### src/rtl/riscv_ctrl_pkg.sv
// Shared encodings for the multi-cycle RV64 control sequencer: states,
// opcodes, ALU operand/op selects and trap causes.
package riscv_ctrl_pkg;

    typedef enum logic [3:0] {
        IDLE     = 4'd0,
        FETCH    = 4'd1,
        DECODE   = 4'd2,
        EXEC_R   = 4'd3,
        EXEC_I   = 4'd4,
        ALU_WB   = 4'd5,
        MEM_ADDR = 4'd6,
        MEM_RD   = 4'd7,
        MEM_WB   = 4'd8,
        MEM_WR   = 4'd9,
        BRANCH   = 4'd10,
        HALT     = 4'd11,
        TRAP     = 4'd12
    } state_e;

    localparam logic [6:0] OP_R      = 7'b0110011;
    localparam logic [6:0] OP_I      = 7'b0010011;
    localparam logic [6:0] OP_LOAD   = 7'b0000011;
    localparam logic [6:0] OP_STORE  = 7'b0100011;
    localparam logic [6:0] OP_BRANCH = 7'b1100011;
    localparam logic [6:0] OP_SYSTEM = 7'b1110011;

    localparam logic [2:0] F3_BEQ = 3'b000;
    localparam logic [2:0] F3_BNE = 3'b001;

    localparam logic [1:0] SRCA_PC    = 2'b00;
    localparam logic [1:0] SRCA_RS1   = 2'b01;
    localparam logic [1:0] SRCA_OLDPC = 2'b10;

    localparam logic [1:0] SRCB_RS2  = 2'b00;
    localparam logic [1:0] SRCB_FOUR = 2'b01;
    localparam logic [1:0] SRCB_IMM  = 2'b10;

    localparam logic [1:0] ALU_ADD   = 2'b00;
    localparam logic [1:0] ALU_SUB   = 2'b01;
    localparam logic [1:0] ALU_FUNCT = 2'b10;

    localparam logic [1:0] CAUSE_NONE    = 2'b00;
    localparam logic [1:0] CAUSE_ILLEGAL = 2'b01;
    localparam logic [1:0] CAUSE_TIMEOUT = 2'b10;

    // States that sit on the memory ready handshake and are timeout-guarded.
    function automatic logic is_mem_wait(input state_e s);
        return (s == FETCH) || (s == MEM_RD) || (s == MEM_WR);
    endfunction

endpackage

### src/rtl/riscv_multicycle_ctrl_timeout_counter.sv
// Saturating wait counter; expire fires on the waiting cycle that would
// bring the count to LIMIT.
module ctrl_timeout_counter #(
    parameter int LIMIT = 16,
    parameter int W     = 8
) (
    input  logic clock,
    input  logic reset,
    input  logic clr,
    input  logic inc,
    output logic expire
);

    logic [W-1:0] count;

    always_ff @(posedge clock or posedge reset) begin
        if (reset)
            count <= '0;
        else if (clr)
            count <= '0;
        else if (inc && count != W'(LIMIT))
            count <= count + W'(1);
    end

    assign expire = inc && (count == W'(LIMIT - 1));

endmodule

### src/rtl/riscv_multicycle_ctrl.sv
// Multi-cycle RV64 control sequencer: steps fetch/decode/execute/memory/
// writeback, traps on illegal opcodes or memory timeout, counts cycles/retires.
module riscv_multicycle_ctrl
    import riscv_ctrl_pkg::*;
#(
    parameter int MEM_TIMEOUT = 16,
    parameter int CNT_W       = 64
) (
    input  logic             clock,
    input  logic             reset,
    input  logic             start,
    input  logic [6:0]       opcode,
    input  logic [2:0]       funct3,
    input  logic             alu_zero,
    input  logic             mem_ready,
    output logic             PCWrite,
    output logic             IorD,
    output logic             IRWrite,
    output logic             MemRead,
    output logic             MemWrite,
    output logic             MemtoReg,
    output logic             RegWrite,
    output logic [1:0]       ALUSrcA,
    output logic [1:0]       ALUSrcB,
    output logic [1:0]       ALUOp,
    output logic             PCSource,
    output logic             busy,
    output logic             halted,
    output logic             trap,
    output logic [1:0]       trap_cause,
    output logic [3:0]       state,
    output logic [CNT_W-1:0] cycle_count,
    output logic [CNT_W-1:0] instr_count
);

    state_e     cur, nxt;
    logic       retire;
    logic [1:0] cause_set;
    logic       tmo_inc, tmo_expire;

    // Counting only while stalled; any other cycle clears, which covers
    // every entry into a waiting state.
    assign tmo_inc = is_mem_wait(cur) && !mem_ready;

    ctrl_timeout_counter #(.LIMIT(MEM_TIMEOUT), .W(8)) u_timeout (
        .clock  (clock),
        .reset  (reset),
        .clr    (!tmo_inc),
        .inc    (tmo_inc),
        .expire (tmo_expire)
    );

    always_ff @(posedge clock or posedge reset) begin
        if (reset) begin
            cur         <= IDLE;
            cycle_count <= '0;
            instr_count <= '0;
            trap_cause  <= CAUSE_NONE;
        end else begin
            cur <= nxt;
            if (busy)
                cycle_count <= cycle_count + CNT_W'(1);
            if (retire)
                instr_count <= instr_count + CNT_W'(1);
            if (cause_set != CAUSE_NONE)
                trap_cause <= cause_set;
        end
    end

    always_comb begin
        nxt       = cur;
        retire    = 1'b0;
        cause_set = CAUSE_NONE;
        case (cur)
            IDLE:     if (start) nxt = FETCH;
            FETCH: begin
                if (mem_ready)
                    nxt = DECODE;
                else if (tmo_expire) begin
                    nxt       = TRAP;
                    cause_set = CAUSE_TIMEOUT;
                end
            end
            DECODE: begin
                case (opcode)
                    OP_R:               nxt = EXEC_R;
                    OP_I:               nxt = EXEC_I;
                    OP_LOAD, OP_STORE:  nxt = MEM_ADDR;
                    OP_BRANCH:          nxt = BRANCH;
                    OP_SYSTEM: begin
                        nxt    = HALT;
                        retire = 1'b1;
                    end
                    default: begin
                        nxt       = TRAP;
                        cause_set = CAUSE_ILLEGAL;
                    end
                endcase
            end
            EXEC_R, EXEC_I: nxt = ALU_WB;
            ALU_WB, MEM_WB: begin
                nxt    = FETCH;
                retire = 1'b1;
            end
            MEM_ADDR: begin
                // Opcode changing under us after decode is treated as illegal.
                if (opcode == OP_LOAD)
                    nxt = MEM_RD;
                else if (opcode == OP_STORE)
                    nxt = MEM_WR;
                else begin
                    nxt       = TRAP;
                    cause_set = CAUSE_ILLEGAL;
                end
            end
            MEM_RD: begin
                if (mem_ready)
                    nxt = MEM_WB;
                else if (tmo_expire) begin
                    nxt       = TRAP;
                    cause_set = CAUSE_TIMEOUT;
                end
            end
            MEM_WR: begin
                if (mem_ready) begin
                    nxt    = FETCH;
                    retire = 1'b1;
                end else if (tmo_expire) begin
                    nxt       = TRAP;
                    cause_set = CAUSE_TIMEOUT;
                end
            end
            BRANCH: begin
                if (funct3 == F3_BEQ || funct3 == F3_BNE) begin
                    nxt    = FETCH;
                    retire = 1'b1;
                end else begin
                    nxt       = TRAP;
                    cause_set = CAUSE_ILLEGAL;
                end
            end
            HALT, TRAP: nxt = cur;
            default:    nxt = IDLE;
        endcase
    end

    always_comb begin
        PCWrite  = 1'b0;
        IorD     = 1'b0;
        IRWrite  = 1'b0;
        MemRead  = 1'b0;
        MemWrite = 1'b0;
        MemtoReg = 1'b0;
        RegWrite = 1'b0;
        ALUSrcA  = SRCA_PC;
        ALUSrcB  = SRCB_RS2;
        ALUOp    = ALU_ADD;
        PCSource = 1'b0;
        case (cur)
            FETCH: begin
                MemRead = 1'b1;
                ALUSrcB = SRCB_FOUR;
                IRWrite = mem_ready;
                PCWrite = mem_ready;
            end
            DECODE: begin
                ALUSrcA = SRCA_OLDPC;
                ALUSrcB = SRCB_IMM;
            end
            EXEC_R: begin
                ALUSrcA = SRCA_RS1;
                ALUOp   = ALU_FUNCT;
            end
            EXEC_I: begin
                ALUSrcA = SRCA_RS1;
                ALUSrcB = SRCB_IMM;
                ALUOp   = ALU_FUNCT;
            end
            ALU_WB:   RegWrite = 1'b1;
            MEM_ADDR: begin
                ALUSrcA = SRCA_RS1;
                ALUSrcB = SRCB_IMM;
            end
            MEM_RD: begin
                MemRead = 1'b1;
                IorD    = 1'b1;
            end
            MEM_WB: begin
                RegWrite = 1'b1;
                MemtoReg = 1'b1;
            end
            MEM_WR: begin
                MemWrite = 1'b1;
                IorD     = 1'b1;
            end
            BRANCH: begin
                ALUSrcA  = SRCA_RS1;
                ALUOp    = ALU_SUB;
                PCSource = 1'b1;
                PCWrite  = (funct3 == F3_BEQ && alu_zero) || (funct3 == F3_BNE && !alu_zero);
            end
            default: ;
        endcase
    end

    assign busy   = (cur != IDLE) && (cur != HALT) && (cur != TRAP);
    assign halted = (cur == HALT);
    assign trap   = (cur == TRAP);
    assign state  = cur;

endmodule

### config.mk
export PLATFORM = sky130hd
export DESIGN_NAME = riscv_multicycle_ctrl
export DESIGN_NICKNAME = d
export VERILOG_FILES = /design/src/rtl/riscv_ctrl_pkg.sv /design/src/rtl/riscv_multicycle_ctrl_timeout_counter.sv /design/src/rtl/riscv_multicycle_ctrl.sv
export SDC_FILE = /design/constraint.sdc
export NUM_CORES = 1
export LEC_CHECK = 0
export BUFFER_PORTS_ARGS = -buffer_cell sky130_fd_sc_hd__buf_2
export CAP_MARGIN = 20
export CORE_ASPECT_RATIO = 1.75
export CORE_MARGIN = 2
export CORE_UTILIZATION = 58
export DETAILED_ROUTE_END_ITERATION = 10
export PLACE_DENSITY = 0.82
export SYNTH_ARGS = -nofsm -noshare
export SYNTH_HDL_FRONTEND = slang
export SYNTH_SLANG_ARGS = --single-unit
### constraint.sdc
create_clock -name clock -period 11.86 [get_ports clock]
set_input_delay 2.372 -clock clock [delete_from_list [all_inputs] [get_ports clock]]
set_output_delay 2.372 -clock clock [all_outputs]
set_load 0.01 [all_outputs]
Word level (Yosys, flattened, before mapping):

Index checks and enable logic that the tools add are counted.

* bits in registers: 142
* bits of input ports: 15

* $add $sub $neg: 3
* equal/unequal tests: 25
* mux-type cells: 34
* bitwise gates (word level): 1
* reduce and logical (&&, ||, !) cells: 28

Operator list (number)
* $add A64 B1 Y64 const B: 2
* $pmux W4 S10: 1
* $mux W4: 7
* $eq A4 B4 Y1 const B: 5
* $pmux W4 S5: 1
* $eq A4 B3 Y1 const B: 4
* $mux W8: 2
* $eq A7 B6 Y1 const B: 2
* $eq A7 B7 Y1 const B: 2
* $mux W1: 14
* $pmux W2 S2: 3
* $reduce_or A2 Y1: 6
* $add A8 B1 Y8 const B: 1
* $eq A4 B2 Y1 const B: 2
* $eq A8 B4 Y1 const B: 1
* $ne A4 B4 Y1 const B: 2
* $ne A8 B5 Y1 const B: 1
* $pmux W2 S4: 1
* $eq A7 B2 Y1 const B: 1
* $eq A7 B5 Y1 const B: 1
* $logic_and A1 B1 Y1: 7
* $reduce_or A3 Y1: 2
* $reduce_or A6 Y1: 1
* $eq A4 B1 Y1 const B: 1
* other kinds (15): 21

Longest topological paths before layout:

Gate-level depths: netlist of run 1.

* depth after elaboration: 9
* depth in mapped cells: 8
* gate-level depth less buffers: 7

Cells and area by module:

From an unflattened synthesis of run 1, not the netlist that was laid out.

* cells, all modules: 664
* area total of the unflattened synthesis: 7049.3 sq um

Modules (own cells, without submodules)
* riscv_multicycle_ctrl: times used 1, cells each 617, area an instance 6606.3 sq um, seq. area each 3353.2 sq um
* ctrl_timeout_counter: times used 1, cells each 47, area an instance 442.9 sq um, seq. area each 200.2 sq um

Worst setup path after synthesis of run 1:

No wires, ideal clock.

* path type: in2out
* from: input funct3[2]
* to: output PCWrite
* arrival: 2.722 ns
* data required time: 9.488 ns
* setup slack: 6.766 ns
* stages: 3
* path buffers: 0
* cell sequence: nor2_1 > nand3_1 > nand2_1

* word-level cells in the longest chain between the ends: 4
* elaborated cells on any way between the ends: 6
* classes of those cells: eq/ne (1); mux (1); reduce/logical (4)

RTL lines
* start: declaration: RTL line riscv_multicycle_ctrl.sv:13 `input logic [2:0] funct3,`
* $eq A3 B1 Y1 / $logic_not A3 Y1 (equally long branches): RTL line riscv_multicycle_ctrl.sv:200 `PCWrite = (funct3 == F3_BEQ && alu_zero) || (funct3 == F3_BNE && !alu_zero);`
* $logic_and A1 B1 Y1: RTL line riscv_multicycle_ctrl.sv:200
* $logic_or A1 B1 Y1 (*): RTL line riscv_multicycle_ctrl.sv:200
* $pmux W1 S2 (*): RTL line riscv_multicycle_ctrl.sv:159 `case (cur)`
* end: declaration: RTL line riscv_multicycle_ctrl.sv:16 `output logic PCWrite,`

Every way passes the cells marked *; elsewhere a longest branch is shown, timed or not.

Worst setup path in the final report of run 1:

Same ends and word-level chain as after synthesis.

==> metrics.txt, run 1 <==
starting density of the core 0.586; synth-to-layout area growth 22.0%; TritonCTS clock tree done; clk slew on worst S/H paths 60 ps; std cell rows 53; Post-Layout Cell Count 1000; vias per cell 5.86; register-to-register setup slack 8960 ps; FF-to-FF path depth 6; final worst-path cycle share 0.448; most common cell after layout, fill and taps aside buf_2; worst min-delay path class flop to flop; hold_sp instr_count[63]; Crit. End Element output port; Slowest cell on crit path nor2_1; reg2reg end cycle_count[42]; IO Port Bufs 165; Final Power 1.36 mW; Detailed Routing Iterations Pass 1 5; Worst-Margin Slew 904 ps; buffer count from post-CTS setup fixing 0; diodes inserted 0; post-synthesis cell type count 52; most frequent cells in the layout buf_2 (165), dfrtp_1 (142), xnor2_1 (91); Fin Setup TNS 0 ps; Clock Sinks 142; most used cell, CP buf_2; hold_ws 463 ps; critical-path cell list buf_2, nor2_1, nand3_1, nand2_1, buf_2; share of layout cells above drive strength 1 0.250; 1st-iter DRT viols 285; Synthesized Nets 698; Clk Latency, worst-skew pair 410 ps; first-pass GRT wire length 27500 um; CTS buffer count 17; Max Freq 0.188 GHz; Crit path depth 5; DP HPWL 12200 um; Seq cells post-synth 142; residual DRC count 0; vias in the first global route 5775; worst endpoint required time 9490 ps; die width 86.8 um; endpoints failing setup 0; maximum VDD drop 0.132 mV; syn_area_per_cell 10.2 um^2; H-tree depth 4; # nets final 870; register area share after synthesis 0.511; initial antenna violation count 0; final worst setup slack 6550 ps; largest net degree at the start of global routing 84; Cells after Synth 679; CP Class primary input to output port; Final GP Congestion 0.871; Leak 4.33 nW; worst slack at placement 6550 ps; CP bufs+invs 2; Worst EP arrival 2940 ps; core area 11900 um^2; DIE HEIGHT 149 um; RSZ-0062 raised after global routing false; pwr dens 160 nW/um^2; synth warn 0; grt ovf 0; CP endpoint PCWrite; WL per Instance 16.8 um; Setup Skew 9.07 ps; MaxCap Viol Count 0; Post-synth EDFFs 0; io pins 166; final slew viol count 0; hold_buf cts 0; post-synthesis async set-or-reset flop share 1.00; clock root cell clkbuf_16; Worst setup SP type primary input; crit path max fanout 3; Top delay family on crit path simple AND/OR/NAND/NOR gates; Synth Cell Area 6960 um^2; minimum clock period 5310 ps; final hold vios 0; Tot GR Track Use 0.268; CTS resizes 0; dpl cells 968; Post-Route WL 16800 um; Die ar. 12900 um^2; DR vias 5855; ys flop type dfrtp_1; Max transition margin 0.394; slowest cell delay on critical path 170 ps; DRT antenna net count 0; Critical Path Start funct3[2]; launch point of the worst reg-to-reg path state[2]; status finished, final reports clean; CTS Buffer Depth 2
-- state kept, by name (all words and copies together) (netlist names) --
| signal | cells |
|---|---|
| u_timeout.count | 8 |
| cycle_count | 64 |
| state | 4 |
| instr_count | 64 |
| trap_cause | 2 |
-- cells in the mapped netlist (all sizes together) (6+ instances only) --
master  count  share of area
nor2       57          0.031
xnor2      91           0.11
nand2      67          0.036
dfrtp     142           0.51
xor2       42          0.053
nand3      65          0.047
buf         6         0.0065
a21oi      11         0.0085
nand4      30          0.027
and4       15          0.019
clkbuf      9         0.0049
nor3       27          0.024
and3       33          0.030
inv        18         0.0097
o21ai      10         0.0072
-- worst reg2reg max path, delay by kind of cell (launching register included) --
family | cells | cell delay (ps)
XOR/XNOR | 1 | 160
AND/OR/NAND/NOR | 4 | 1520
AO/OA/AOI/OAI | 1 | 360
flip-flops | 1 | 790
-- logic make-up after synthesis --
group,count (synthesis),share of synthesized area
AO/OA/AOI/OAI,35,0.0326
flip-flops,142,0.511
multiplexers,1,0.00162
XOR/XNOR,133,0.167
AND/OR/NAND/NOR,331,0.259
buffers and inverters,33,0.0210
adder cells (fa/ha/maj),4,0.00719
-- through the flow --
step / utilization / area, um^2
after floorplan: - / 6960
after global placement: 0.665 / 7900
after detailed placement: 0.665 / 7900
after CTS: 0.713 / 8460
after global routing: 0.715 / 8490
final: 0.715 / 8490
-- worst min-delay path by stage --
stage                                     to  slack (ps)  cells after the start
final                        instr_count[63]         460                      1
after global routing         instr_count[63]         480                      1
after CTS                    instr_count[63]         470                      1
after detailed placement     cycle_count[63]         460                      1
after global placement       cycle_count[63]         450                      1
after floorplan           u_timeout.count[7]         500                      2
-- final cells by class --
cell class,count,area (um^2)
Multi-Input combinational cell,504,3260
Timing Repair Buffer,168,868
Clock inverter,11,119
Inverter,18,72.6
Sequential cell,142,3550
Fill cell,864,3380
Tap cell,137,171
Clock buffer,20,447
-- routing by layer --
layer	wire length, um	GRT usage
met1	6390	0.314
met2	9050	0.466
met3	715	0.0576
met4	612	0.115
met5	0	0
-- report_power, final --
part | switching (mW) | leakage (nW) | total, mW | internal, mW
sequential | 0.0681 | 1.91 | 0.583 | 0.515
clock | 0.197 | 0.279 | 0.509 | 0.313
combinational | 0.159 | 2.13 | 0.267 | 0.108
(Power assumes the default switching activity.)
==> run 2, diff against run 1 <==
--- a/config.mk
+++ b/config.mk
@@ -5,13 +5,14 @@
 export SDC_FILE = /design/constraint.sdc
 export NUM_CORES = 1
 export LEC_CHECK = 0
+export ABC_AREA = 1
 export BUFFER_PORTS_ARGS = -buffer_cell sky130_fd_sc_hd__buf_2
 export CAP_MARGIN = 20
 export CORE_ASPECT_RATIO = 1.75
 export CORE_MARGIN = 2
-export CORE_UTILIZATION = 58
+export CORE_UTILIZATION = 52
 export DETAILED_ROUTE_END_ITERATION = 10
-export PLACE_DENSITY = 0.82
+export PLACE_DENSITY = 0.75
 export SYNTH_ARGS = -nofsm -noshare
 export SYNTH_HDL_FRONTEND = slang
 export SYNTH_SLANG_ARGS = --single-unit
==> constraint.sdc (replaced) <==
create_clock -name clock -period 4.5 [get_ports clock]
set_input_delay 0.9 -clock clock [delete_from_list [all_inputs] [get_ports clock]]
set_output_delay 0.9 -clock clock [all_outputs]
set_load 0.01 [all_outputs]
==> metrics.txt, run 2 <==
IO Port Bufs 165; area of the multi-input gates 5150 um^2; Worst EP arrival 1970 ps; share of layout cells above drive strength 1 0.134; residual DRC count 0; most common cell after layout, fill and taps aside nand2_1; top post-synthesis cells by count nand2_1 (574), nor2_1 (295), inv_1 (150); Worst-Margin Slew 635 ps; largest net degree at the start of global routing 109; status finished, final reports clean; top-area cell type share of the netlist area 0.377; critical-path cell list inv_2, nor2_1, nand2_2, nand2_1, nor2_4, buf_2; launch point of the worst reg-to-reg path state[3]; core area 17900 um^2; Synth Cell Area 9420 um^2; Slowest cell on crit path dfrtp_1; clk slew on worst S/H paths 60 ps; CTS Buffer Depth 2; CTS resizes 0; clock root cell clkbuf_16; DR vias 10222; synth-to-layout area growth 17.4%; diodes inserted 0; initial antenna violation count 0; Max transition margin 0.576; vias in the first global route 10188; final worst-path cycle share 0.637; cell with the most instances after synthesis nand2_1; hold_buf cts 0; io pins 166; Crit. End Element output port; first-pass GRT wire length 51000 um; post-synthesis async set-or-reset flop share 1.00; die width 106 um; CP endpoint busy; TritonCTS clock tree done; Critical Path Start state[3]; CTS buffer count 17; Register Area 3550 um^2; # nets final 1673; Tot GR Track Use 0.346; pwr dens 422 nW/um^2; MaxCap Viol Count 0; syn_area_per_cell 6.34 um^2; maximum VDD drop 0.411 mV; Synth area leader dfrtp_1; RSZ-0062 raised after global routing false; CP bufs+invs 2; endpoints failing setup 0; DP HPWL 25600 um; most frequent cells in the layout nand2_1 (574), nor2_1 (295), buf_2 (165); Crit path depth 6; grt ovf 0; Clk Latency, worst-skew pair 430 ps; Final GP Congestion 0.970; worst min-delay path class flop to flop; Detailed Routing Iterations Pass 1 6; H-tree depth 4; Setup Skew 8.34 ps; DRT antenna net count 0; register area share after synthesis 0.377; ys flop type dfrtp_1; CP Class flop to output port; final slew viol count 0; std cell rows 65; top flop regs cycle_count: 64 flops, instr_count: 64 flops, u_timeout.count: 8 flops; starting density of the core 0.526; slowest cell delay on critical path 490 ps; register-to-register setup slack 1940 ps; Clock Sinks 142; vias per cell 5.38; worst endpoint required time 3600 ps; Fin Setup TNS 0 ps; WL per Instance 17.2 um; buffer count from post-CTS setup fixing 0; post-synthesis cell type count 30; FF-to-FF path depth 11; 1st-iter DRT viols 598; Cells after Synth 1485; reg2reg end cycle_count[53]; minimum clock period 2870 ps; Synthesized Nets 1504; Seq cells post-synth 142; synth warn 0; Die ar. 19200 um^2; hold_ws 485 ps; final hold vios 0; Top delay family on crit path simple AND/OR/NAND/NOR gates; Leak 5.20 nW; Filler cells 1810; DIE HEIGHT 182 um; Area contributors post-synth dfrtp_1 (38%), nand2_1 (23%), nor2_1 (12%), inv_1 (6.0%), xor2_1 (4.2%); Post-synth EDFFs 0; Post-Route WL 32600 um; crit path max fanout 16; Worst setup SP type flop; Max Freq 0.349 GHz
run 2: cell types whose count changed after synthesis, moves of 14 or more:
| cell | delta |
|---|---|
| o21ai_1 | +14 |
| xnor2_1 | -73 |
| nor2_1 | +238 |
| inv_1 | +132 |
| nand2_1 | +507 |
| o21ai_0 | +62 |
| and4_1 | -14 |
| and3_1 | -32 |
run 2: per-layer routing:
metal	GRT usage	up-vias	part of all wire
li1	-	4951	-
met1	0.325	4734	0.34
met2	0.657	397	0.53
met3	0.0474	140	0.041
met4	0.270	0	0.086
met5	0	-	0
run 2: kinds of logic (layout without fill, tap and decap cells):
group / count (synthesis) / after routing / share of synthesized area
adders and majority gates: 4 / 4 / 0.00532
and+or+nand+nor: 1005 / 1005 / 0.431
buffers and inverters: 176 / 357 / 0.0756
AOI/OAI and AO/OA: 95 / 95 / 0.0516
DFF: 142 / 142 / 0.377
xor gates and xnor gates: 63 / 63 / 0.0586
run 2: worst min-delay path by stage:
stage | start | endpoint | slack (ps) | cells past startpoint
after floorplan | u_timeout.count[7] | u_timeout.count[7] | 510 | 2
after global placement | trap_cause[0] | trap_cause[0] | 470 | 2
after detailed placement | trap_cause[0] | trap_cause[0] | 470 | 2
after CTS | trap_cause[0] | trap_cause[0] | 490 | 2
after global routing | trap_cause[0] | trap_cause[0] | 510 | 2
final | trap_cause[0] | trap_cause[0] | 480 | 2
run 2: per-stage QoR:
stage                     cells  cell area (um^2)  total power, mW  utilization  worst slack [ps]
final                      1900             11000             4.66        0.618              1630
after global routing       1900             11000             4.89        0.618              1520
after CTS                  1900             11000             4.66        0.618              1620
after detailed placement   1869             10500             3.23        0.585              1590
after global placement     1869             10500             3.19        0.585              1670
after floorplan            1485              9420             2.70            -              1820
run 2: power by group:
group | switching, mW | internal, mW
Combinational | 0.990 | 0.453
Clock | 0.561 | 0.880
Sequential | 0.306 | 1.47
run 2: worst register-to-register path: cells and delay by family (launching register included):
kind / cells / cell delay [ps]
DFF: 1 / 490
buffers and inverters: 2 / 490
and+or+nand+nor: 9 / 1480
run 2: final cells by class:
type,count,share of cell area
tap,234,0.0265
clock inverter,11,0.0128
sequential,142,0.322
multi-input combinational,1167,0.466
clock buffer,20,0.0404
inverter,156,0.0533
timing repair buffer,170,0.0793
==> run 3, diff against run 2 <==
--- a/config.mk
+++ b/config.mk
@@ -5,14 +5,14 @@
 export SDC_FILE = /design/constraint.sdc
 export NUM_CORES = 1
 export LEC_CHECK = 0
-export ABC_AREA = 1
+export ABC_AREA = 0
 export BUFFER_PORTS_ARGS = -buffer_cell sky130_fd_sc_hd__buf_2
 export CAP_MARGIN = 20
 export CORE_ASPECT_RATIO = 1.75
 export CORE_MARGIN = 2
-export CORE_UTILIZATION = 52
+export CORE_UTILIZATION = 49
 export DETAILED_ROUTE_END_ITERATION = 10
-export PLACE_DENSITY = 0.75
+export PLACE_DENSITY = 0.74
 export SYNTH_ARGS = -nofsm -noshare
 export SYNTH_HDL_FRONTEND = slang
 export SYNTH_SLANG_ARGS = --single-unit
==> constraint.sdc (replaced) <==
create_clock -name clock -period 2.45 [get_ports clock]
set_input_delay 0.49 -clock clock [delete_from_list [all_inputs] [get_ports clock]]
set_output_delay 0.49 -clock clock [all_outputs]
set_load 0.01 [all_outputs]
==> metrics.txt, run 3 (same netlist as run 1, synthesis figures left out) <==
final slew viol count 0; share of layout cells above drive strength 1 0.286; WL per Instance 15.8 um; CTS Buffer Depth 2; diodes inserted 0; hold_buf cts 0; Max Freq 0.425 GHz; Post-Route WL 16900 um; vias in the first global route 5654; TritonCTS clock tree done; DP HPWL 12400 um; final worst-path cycle share 0.959; maximum VDD drop 0.685 mV; synth-to-layout area growth 27.1%; DIE HEIGHT 162 um; most common cell after layout, fill and taps aside buf_2; Worst setup SP type flop; Worst EP arrival 1860 ps; fin area 8840 um^2; Setup Skew 11.5 ps; starting density of the core 0.500; Final Power 7.05 mW; met2 wire len 9060 um; Die ar. 15200 um^2; Worst-Margin Slew 743 ps; RSZ-0062 raised after global routing false; core area 13900 um^2; H-tree depth 4; first-pass GRT wire length 27300 um; status finished, final reports clean; Detailed Routing Iterations Pass 1 4; Clk pwr share 0.389; DR WL met3 704 um; grt ovf 0; most frequent cells in the layout buf_2 (165), dfrtp_1 (138), xnor2_1 (91); CTS buffer count 17; Final GP Congestion 0.914; DR vias 5766; crit path max fanout 8; Post-Layout Cell Count 1070; worst min-delay path class primary input to async pin; top flop regs cycle_count: 64 flops, instr_count: 64 flops, u_timeout.count: 8 flops; Max transition margin 0.502; IO Port Bufs 165; Fin Setup TNS 0 ps; 1st-iter DRT viols 241; Crit. End Element output port; CP Class flop to output port; Net Switching 2.16 mW; Leak 4.49 nW; vias per cell 5.39; largest net degree at the start of global routing 143; combinational share of power 0.223; Tot GR Track Use 0.226; met1 WL 6530 um; final hold vios 0; Placed Instance Area 8160 um^2; residual DRC count 0; Clock Sinks 142; # nets final 900; clk slew on worst S/H paths 60 ps; Int Power 4.90 mW; pwr dens 798 nW/um^2; fin util 0.636; clock root cell clkbuf_16; part of the power in registers 0.388; std cell rows 57; Clk Latency, worst-skew pair 410 ps; initial antenna violation count 0; endpoints failing setup 0; die width 94.1 um; io pins 166; worst endpoint required time 1960 ps; MaxCap Viol Count 0; DRT antenna net count 0; minimum clock period 2350 ps; Sw Share 0.306; DR top layer met4; dpl cells 1035
-- run 3: path summary, 6_finish.rpt --
| kind | startpoint | to | slack (ps) | depth (start not counted) |
|---|---|---|---|---|
| worst max register to register | state[3] | cycle_count[42] | 120 | 7 |
| min in group clock | mem_ready | state[1] | 460 | 3 |
| worst min-delay path | reset | instr_count[42] | 310 | 3 |
| max in group asynchronous | reset | state[2] | 1580 | 3 |
| worst min register to register | instr_count[63] | instr_count[63] | 460 | 1 |
| worst max-delay path | state[3] | busy | 100 | 4 |
-- run 3: repair_timing --
item | 4_1_cts | 5_1_grt
setup buffers | 0 | 4
resized for setup | 4 | 6
pin swaps | 0 | 2
endpoints found under the setup margin | 1 | 19
-- run 3: critical path: stages, from the launching register on --
cell	delay (ps)
dfrtp_2	460
or4_1	620
nand2_4	130
inv_1	80
buf_2	160
-- run 3: power by group through the flow --
stage | combinational [mW] | sequential [mW] | clock (mW)
global route | 1.73 | 2.76 | 2.91
global placement | 1.49 | 2.77 | 0
floorplan | 0.932 | 2.76 | 0
detailed placement | 1.50 | 2.78 | 0
CTS | 1.52 | 2.75 | 2.79
finish | 1.57 | 2.73 | 2.74
-- run 3: metal layers --
| layer | vias to the layer above | GRT usage |
|---|---|---|
| met2 | 160 | 0.403 |
| li1 | 2763 | - |
| met4 | 0 | 0.0988 |
| met3 | 36 | 0.0452 |
| met5 | - | 0 |
| met1 | 2807 | 0.256 |
-- run 3: stage by stage --
step / setup WS, ps / hold slack [ps]
after floorplan: 142 / 498
after global placement: 149 / 453
after detailed placement: 102 / 456
after CTS: 2.77 / 342
after global routing: 6.94 / 369
final: 99.6 / 311
-- run 3: cell type report --
cell class	count	area, um^2
tap	177	221
clock buffer	19	443
clock inverter	12	183
sequential	142	3560
fill	1228	5060
inverter	18	71.3
multi-input combinational	504	3280
timing repair buffer	198	1080
